File: src/rtl/dsp_mac_pipe.sv
// Four-stage signed pre-add / multiply / post-add MAC with group accumulation,
// optional saturation and a single global stall driven by result backpressure.
module dsp_mac_pipe #(
    parameter int A_WIDTH  = 18,
    parameter int B_WIDTH  = 18,
    parameter int P_WIDTH  = 48,
    parameter int ACC_LEN  = 16,
    parameter int SATURATE = 1
) (
    input  logic                       CLK,
    input  logic                       RSTN,
    input  logic                       IN_VALID,
    output logic                       IN_READY,
    input  logic                       IN_LAST,
    input  logic signed [A_WIDTH-1:0]  A,
    input  logic signed [B_WIDTH-1:0]  B,
    input  logic signed [B_WIDTH-1:0]  D,
    input  logic signed [P_WIDTH-1:0]  C,
    input  logic        [3:0]          OPMODE,
    output logic                       OUT_VALID,
    input  logic                       OUT_READY,
    output logic signed [P_WIDTH-1:0]  P,
    output logic                       OUT_LAST,
    output logic                       OVF,
    output logic                       OVF_STICKY
);

    localparam int  PW     = B_WIDTH + 1;
    localparam int  MW     = A_WIDTH + B_WIDTH + 1;
    localparam int  CW     = $clog2(ACC_LEN + 1);
    localparam bit  SAT_EN = (SATURATE != 0);
    localparam logic signed [P_WIDTH-1:0] P_MAX = {1'b0, {(P_WIDTH-1){1'b1}}};
    localparam logic signed [P_WIDTH-1:0] P_MIN = {1'b1, {(P_WIDTH-1){1'b0}}};

    logic                       stall_s;
    // stage 1: registered operands
    logic                       v1_r, last1_r;
    logic signed [A_WIDTH-1:0]  a1_r;
    logic signed [B_WIDTH-1:0]  b1_r, d1_r;
    logic signed [P_WIDTH-1:0]  c1_r;
    logic        [3:0]          op1_r;
    // stage 2: pre-adder result; mode bits are {accumulate, post-subtract}
    logic                       v2_r, last2_r;
    logic signed [A_WIDTH-1:0]  a2_r;
    logic signed [PW-1:0]       pre2_r, pre_s;
    logic signed [P_WIDTH-1:0]  c2_r;
    logic        [1:0]          mode2_r;
    // stage 3: product
    logic                       v3_r, last3_r;
    logic signed [MW-1:0]       m3_r, m_s;
    logic signed [P_WIDTH-1:0]  c3_r;
    logic        [1:0]          mode3_r;
    // stage 4: accumulator and result registers
    logic signed [P_WIDTH-1:0]  acc_r, p_r, z_s, res_s;
    logic        [CW-1:0]       cnt_r;
    logic                       grp_ovf_r, out_valid_r, out_last_r, ovf_r, sticky_r;
    logic signed [P_WIDTH:0]    sum_s;
    logic                       ovf_s, first_s, close_s;

    assign stall_s    = out_valid_r && !OUT_READY;
    assign IN_READY   = !stall_s;
    assign OUT_VALID  = out_valid_r;
    assign P          = p_r;
    assign OUT_LAST   = out_last_r;
    assign OVF        = ovf_r;
    assign OVF_STICKY = sticky_r;

    // Pre-adder: B, D+B or D-B in B_WIDTH+1 bits.
    always_comb begin
        pre_s = {b1_r[B_WIDTH-1], b1_r};
        if (!op1_r[0]) begin
            pre_s = {b1_r[B_WIDTH-1], b1_r};
        end else if (op1_r[1]) begin
            pre_s = {d1_r[B_WIDTH-1], d1_r} - {b1_r[B_WIDTH-1], b1_r};
        end else begin
            pre_s = {d1_r[B_WIDTH-1], d1_r} + {b1_r[B_WIDTH-1], b1_r};
        end
    end

    // Multiplier: both operands widened to the exact product width first.
    always_comb begin
        m_s = $signed({{(MW-A_WIDTH){a2_r[A_WIDTH-1]}}, a2_r})
            * $signed({{(MW-PW){pre2_r[PW-1]}}, pre2_r});
    end

    // Post-adder with overflow detection and clamp/wrap selection.
    always_comb begin
        first_s = (cnt_r == {CW{1'b0}});
        close_s = last3_r || (cnt_r == CW'(ACC_LEN - 1));
        z_s     = acc_r;
        if (!mode3_r[1] || first_s) begin
            z_s = c3_r;
        end else begin
            z_s = acc_r;
        end
        if (mode3_r[0]) begin
            sum_s = {z_s[P_WIDTH-1], z_s} - {{(P_WIDTH+1-MW){m3_r[MW-1]}}, m3_r};
        end else begin
            sum_s = {z_s[P_WIDTH-1], z_s} + {{(P_WIDTH+1-MW){m3_r[MW-1]}}, m3_r};
        end
        ovf_s = sum_s[P_WIDTH] ^ sum_s[P_WIDTH-1];
        res_s = sum_s[P_WIDTH-1:0];
        if (ovf_s && SAT_EN) begin
            res_s = sum_s[P_WIDTH] ? P_MIN : P_MAX;
        end else begin
            res_s = sum_s[P_WIDTH-1:0];
        end
    end

    // Stages 1-3: operand, pre-adder and product registers, frozen on stall.
    always_ff @(posedge CLK or negedge RSTN) begin
        if (!RSTN) begin
            v1_r <= 1'b0; last1_r <= 1'b0; a1_r <= '0; b1_r <= '0; d1_r <= '0;
            c1_r <= '0; op1_r <= 4'b0000;
            v2_r <= 1'b0; last2_r <= 1'b0; a2_r <= '0; pre2_r <= '0;
            c2_r <= '0; mode2_r <= 2'b00;
            v3_r <= 1'b0; last3_r <= 1'b0; m3_r <= '0; c3_r <= '0; mode3_r <= 2'b00;
        end else if (!stall_s) begin
            v1_r    <= IN_VALID;
            last1_r <= IN_LAST;
            a1_r    <= A;
            b1_r    <= B;
            d1_r    <= D;
            c1_r    <= C;
            op1_r   <= OPMODE;
            v2_r    <= v1_r;
            last2_r <= last1_r;
            a2_r    <= a1_r;
            pre2_r  <= pre_s;
            c2_r    <= c1_r;
            mode2_r <= op1_r[3:2];
            v3_r    <= v2_r;
            last3_r <= last2_r;
            m3_r    <= m_s;
            c3_r    <= c2_r;
            mode3_r <= mode2_r;
        end
    end

    // Stage 4: accumulator, group bookkeeping and result registers.
    always_ff @(posedge CLK or negedge RSTN) begin
        if (!RSTN) begin
            acc_r       <= '0;
            cnt_r       <= {CW{1'b0}};
            grp_ovf_r   <= 1'b0;
            sticky_r    <= 1'b0;
            p_r         <= '0;
            out_valid_r <= 1'b0;
            out_last_r  <= 1'b0;
            ovf_r       <= 1'b0;
        end else if (!stall_s) begin
            if (v3_r) begin
                acc_r <= res_s;
                if (ovf_s) begin
                    sticky_r <= 1'b1;
                end
                if (!mode3_r[1]) begin
                    // a plain MAC sample also abandons any open group
                    out_valid_r <= 1'b1;
                    p_r         <= res_s;
                    out_last_r  <= 1'b1;
                    ovf_r       <= ovf_s;
                    cnt_r       <= {CW{1'b0}};
                    grp_ovf_r   <= 1'b0;
                end else if (close_s) begin
                    out_valid_r <= 1'b1;
                    p_r         <= res_s;
                    out_last_r  <= 1'b1;
                    ovf_r       <= grp_ovf_r | ovf_s;
                    cnt_r       <= {CW{1'b0}};
                    grp_ovf_r   <= 1'b0;
                end else begin
                    out_valid_r <= 1'b0;
                    cnt_r       <= cnt_r + CW'(1);
                    grp_ovf_r   <= grp_ovf_r | ovf_s;
                end
            end else begin
                out_valid_r <= 1'b0;
            end
        end
    end

endmodule

File: config.mk
export PLATFORM = sky130hd
export DESIGN_NAME = dsp_mac_pipe
export DESIGN_NICKNAME = d
export VERILOG_FILES = /design/src/rtl/dsp_mac_pipe.sv
export SDC_FILE = /design/constraint.sdc
export NUM_CORES = 2
export LEC_CHECK = 0
export CAP_MARGIN = 20
export CORE_ASPECT_RATIO = 1.2
export CORE_UTILIZATION = 40
export CTS_BUF_LIST = sky130_fd_sc_hd__clkbuf_8
export DETAILED_ROUTE_END_ITERATION = 16
export GPL_ROUTABILITY_DRIVEN = 0
export GPL_TIMING_DRIVEN = 0
export PLACE_DENSITY = 0.67
export SETUP_SLACK_MARGIN = 0.15
export SLEW_MARGIN = 30
export SYNTH_ARGS = -nofsm -noshare
export SYNTH_HDL_FRONTEND = slang
export SYNTH_SLANG_ARGS = --single-unit
File: constraint.sdc
create_clock -name CLK -period 11.1 [get_ports CLK]
set_input_delay 1.11 -clock CLK [delete_from_list [all_inputs] [get_ports CLK]]
set_output_delay 1.11 -clock CLK [all_outputs]
set_load 0.02 [all_outputs]
# == After elaboration in Yosys (flattened, before gate mapping) ==
# Cells that the tools add are included.
# W data, S select, Z words.
# classes
addsub,5
multipliers,1
div,0
order_cmp,0
eq_ne,2
n_shift,0
n_mux,19
bitwise_logic,3
n_reduce_logical,10
# ops
cell,n
$mux W48,5
$add A48 B37 Y49,1
$mux W49,1
$sub A48 B37 Y49,1
$mux W19,2
$mul A18 B19 Y37,1
$add A18 B18 Y19,1
$sub A18 B18 Y19,1
$mux W5,2
$mux W1,9
$reduce_and A3 Y1,2
$add A5 B1 Y5 const B,1
$eq A5 B4 Y1 const B,1
$logic_not A5 Y1,1
$logic_not A1 Y1,3
$logic_or A1 B1 Y1,2
$ne A2 B1 Y1 const B,1
$reduce_and A2 Y1,1
$logic_and A1 B1 Y1,1
$not A1 Y1,1
$or A1 B1 Y1,1
$xor A1 B1 Y1,1
# totals
ff_bits,392
latchBits,0
ram_bits,0
romBits,0
input_bits,111
output_inout_bits,53
memories,0

# == Logic depth before layout (Yosys ltp) ==
# depth
depth_word,9
ltp_mapped,26
ltp_nobuf,24

# == Least setup slack after synthesis ==
# OpenSTA, ideal clock, no wires.
# synth_timing
path_kind,register to register
from,register pre2_r[18]
to,register m3_r[33]
arrival_ps,6161
setup_slack_ps,4804
stages_incl_launch_ff,25
path_buffers,2
period_less_slack_ps,6296
cell_sequence,dfrtp_1 > clkbuf_1 > buf_1 > nand2_1 > fa_1 > inv_1 > fa_1 > inv_1 > fa_1 > inv_1 > fa_1 > fa_1 > inv_1 > fa_1 > inv_1 > ha_1 > a21o_1 > a211o_1 > o22a_1 > nand4_1 > a31oi_1 > or4_1 > a31oi_1 > xor2_1 > o21ai_0
# synth_via
elab_chain_len,1
# synth_lines
item,line_no,rtl
"start, declared",45,"logic signed [PW-1:0] pre2_r, pre_s;"
"start signal, assigned",129,pre2_r <= pre_s;
$mul A18 B19 Y37,83,"* $signed({{(MW-PW){pre2_r[PW-1]}}, pre2_r});"
"end signal, assigned",134,m3_r <= m_s;
"end, declared",50,"logic signed [MW-1:0] m3_r, m_s;"
# No other way between the ends.
# A chain may end at the register's enable or synchronous reset.

# == Worst setup path in the final report ==
# layout_timing
from,register pre2_r[10]
to,register m3_r[28]
# The elaborated chain is that of the path after synthesis.

==> impl_metrics.json <==
{
  "r2r_setup_slack_ns": 3.69,
  "async_reset_ff_share_pct": 100,
  "r2r-end": "m3_r[28]",
  "period_share_pct": 66.7,
  "tns_ns": 0,
  "drcViolationCount": 0,
  "clockBufferDepth": 3,
  "hold_class": "in2async",
  "core_area_um2": 82300,
  "cp_slowest_cell": "clkbuf_1",
  "syn-instance-count": 3844,
  "clk-insertion-delay-late_ns": 0.71,
  "hold_violations": 0,
  "grt_pass1_vias": 27400,
  "start_kind": "flop",
  "drt_iter0_drc": 1665,
  "status": "finished, final reports clean",
  "cts_tree": "done",
  "io_pins": 164,
  "port_buffers": 163,
  "clock_tree.root_cell": "clkbuf_8",
  "path_cells": "clkbuf_1, clkbuf_1, nand2_1, fa_1, fa_1, fa_1, fa_1, inv_1, fa_1, inv_1, fa_1, inv_1, ha_1, a21o_1, a21o_1, a21oi_1, o2111ai_1, a41o_1, a21boi_0, o21ai_0, xnor2_1, a21oi_1",
  "grt_pass1_wl_um": 151000,
  "relSlewSlack_pct": 37.4,
  "area_growth_pct": 13.8,
  "layout_common_cells": "nand2_1, inv_1, dfrtp_1, fa_1, and2_1",
  "synth_warnings": 0,
  "clock.fmax_mhz": 135,
  "holdBufCountCts": 0,
  "ys_seq_elements": 392,
  "synth_edf_count": 0,
  "crit_type": "reg2reg",
  "ctsResizeCount": 0,
  "start_util_pct": 40.6,
  "core.rowCount": 115,
  "cts_setup_buffers": 0,
  "layout_commonest_cell": "nand2_1",
  "drive_gt1_share_pct": 5.03,
  "reg2reg_depth": 22,
  "syn_nets": 4468,
  "die_area_um2": 84700,
  "rsz0062_at_grt": "false",
  "slowest_delay_ns": 0.58,
  "ys_types": 78,
  "report.final.slew_viol_count": 0,
  "critPathMaxFanout": 10,
  "numCtsBuffers": 69,
  "maxCapViolations": 0,
  "cts_sinks": 392,
  "period_minus_slack_ns": 7.41,
  "nets": 4706,
  "crit_top_cell": "fa_1",
  "first_pass_iters": 5,
  "die_y_um": 319,
  "syn_avg_cell_area_um2": 8.69,
  "grt_max_degree": 88,
  "crit_start": "pre2_r[10]",
  "worst_hold_slack_ns": 0.340,
  "gr-total-overflow": 0,
  "clk_pin_slew_worst_paths_ns": 0.06,
  "routed_wl_um": 94600,
  "htreeDepth": 3,
  "cp.arrival_ns": 7.90,
  "synth-main-ff-cell": "dfrtp_1",
  "end_kind": "flop",
  "mappedNetlistArea_um2": 33400,
  "grtUsageTotal_pct": 22.8,
  "dp_hpwl_um": 77800,
  "avgRoutedWirePerCell_um": 18.0,
  "seq_area_frac_synth_pct": 29.4,
  "viasPerCell": 5.09,
  "antenna_left": 0,
  "setup_violations": 0,
  "critPathCapture": "m3_r[28]",
  "worst_slew_pin_slew_ns": 0.916,
  "die_w_um": 266,
  "r2r_start": "pre2_r[10]",
  "skew_ns": 0.0638,
  "dr_total_vias": 26700,
  "antenna_found_initial": 2,
  "cp.required_ns": 11.59
}
## final cells by class
type / instances / area [um^2]
diodes: 1 / 2.50
multi-input cells: 2795 / 21100
flip-flops and latches: 392 / 9810
clock buffers: 78 / 1070
inverters: 468 / 1760
clock inverters: 43 / 367
plain buffers: 189 / 758
fillers: 8124 / 44300
well taps: 1111 / 1390
repair buffers: 167 / 1750
## cell usage after synthesis (all sizes together), types with 4 or more instances
master   count  share of area, %
maj3        12              0.36
ha         166               6.2
nor3        34              0.51
a22o         4              0.10
and3        11              0.21
mux2        66               2.2
o2111ai      5              0.13
a21oi      162               2.4
o21ai      173               2.6
o21a        14              0.31
or4         10              0.24
nand4       17              0.32
xor2        33              0.87
nor2b       11              0.21
a211oi      16              0.39
a31oi       31              0.58
o311a        4              0.12
nand3       22              0.33
xnor2      109               2.9
a21boi       8              0.18
dfrtp      392                29
a221oi       6              0.18
or3         12              0.22
a31o         5              0.13
a211o        4              0.10
nand2b      17              0.32
or2          6              0.12
mux2i       19              0.57
inv        468               5.3
fa         347                21
o211ai      11              0.25
clkbuf     169               1.9
o21bai      17              0.38
o311ai       5              0.13
and2       180               3.4
o31ai       13              0.29
nand2     1007                11
o22ai        4             0.075
buf         20              0.36
nor2       153               1.7
nor4        10              0.23
a21o        33              0.74
## registers in the layout, summed over array words and instances, names as in the netlist, 2 cells and up
name and cells:
m3_r 37, pre2_r 19, c2_r 48, cnt_r 5, a2_r 18, c3_r 48, a1_r 18, c1_r 48
mode2_r 2, d1_r 18, acc_r 48, b1_r 18, op1_r 4, mode3_r 2, P 48
## per-layer routing
metal / routed length [um] / part of all wire, % / global-route usage, %
met4: 3550 / 3.8 / 8.54
met1: 38600 / 41 / 28.4
met2: 47000 / 50 / 40.0
met3: 5350 / 5.7 / 3.24
met5: 0 / 0 / 0
## stage by stage
| stage | area [um^2] | std cells | setup slack, ns | util, % |
|---|---|---|---|---|
| after floorplan | 33400 | 3844 | 4.80 | - |
| after global placement | 36400 | 5118 | -8.13 | 44.3 |
| after detailed placement | 36600 | 5122 | 3.76 | 44.4 |
| after CTS | 38000 | 5243 | 3.72 | 46.2 |
| after global routing | 38000 | 5244 | 3.33 | 46.2 |
| final | 38000 | 5244 | 3.69 | 46.2 |
## critical path: cells and delay by family, from the launching register on
family | cells | cell delay, ns
buffers and inverters | 5 | 1.14
DFF | 1 | 0.32
and+or+nand+nor | 1 | 0.17
xor gates and xnor gates | 1 | 0.21
adders and majority gates | 7 | 3.44
AOI/OAI and AO/OA | 8 | 1.96
## cell families after synthesis
group / Yosys count / synth area share, %
simple gates: 1507 / 19.5
buf+inv: 657 / 7.51
compound gates: 536 / 9.69
fa+ha+maj: 525 / 27.4
flops: 392 / 29.4
xor+xnor: 142 / 3.72
mux: 85 / 2.79
## worst min-delay path by stage
stage	slack (ns)	cells past startpoint	endpoint
global route	0.36	1	d1_r[9]
global placement	0.45	1	OUT_LAST
CTS	0.32	1	d1_r[9]
detailed placement	0.45	2	c3_r[26]
floorplan	0.43	2	c3_r[10]
finish	0.34	1	d1_r[9]
Power is left out: the tool's default activity adds up to more than one toggle a clock period on the data nets, which glitch-free logic cannot reach.
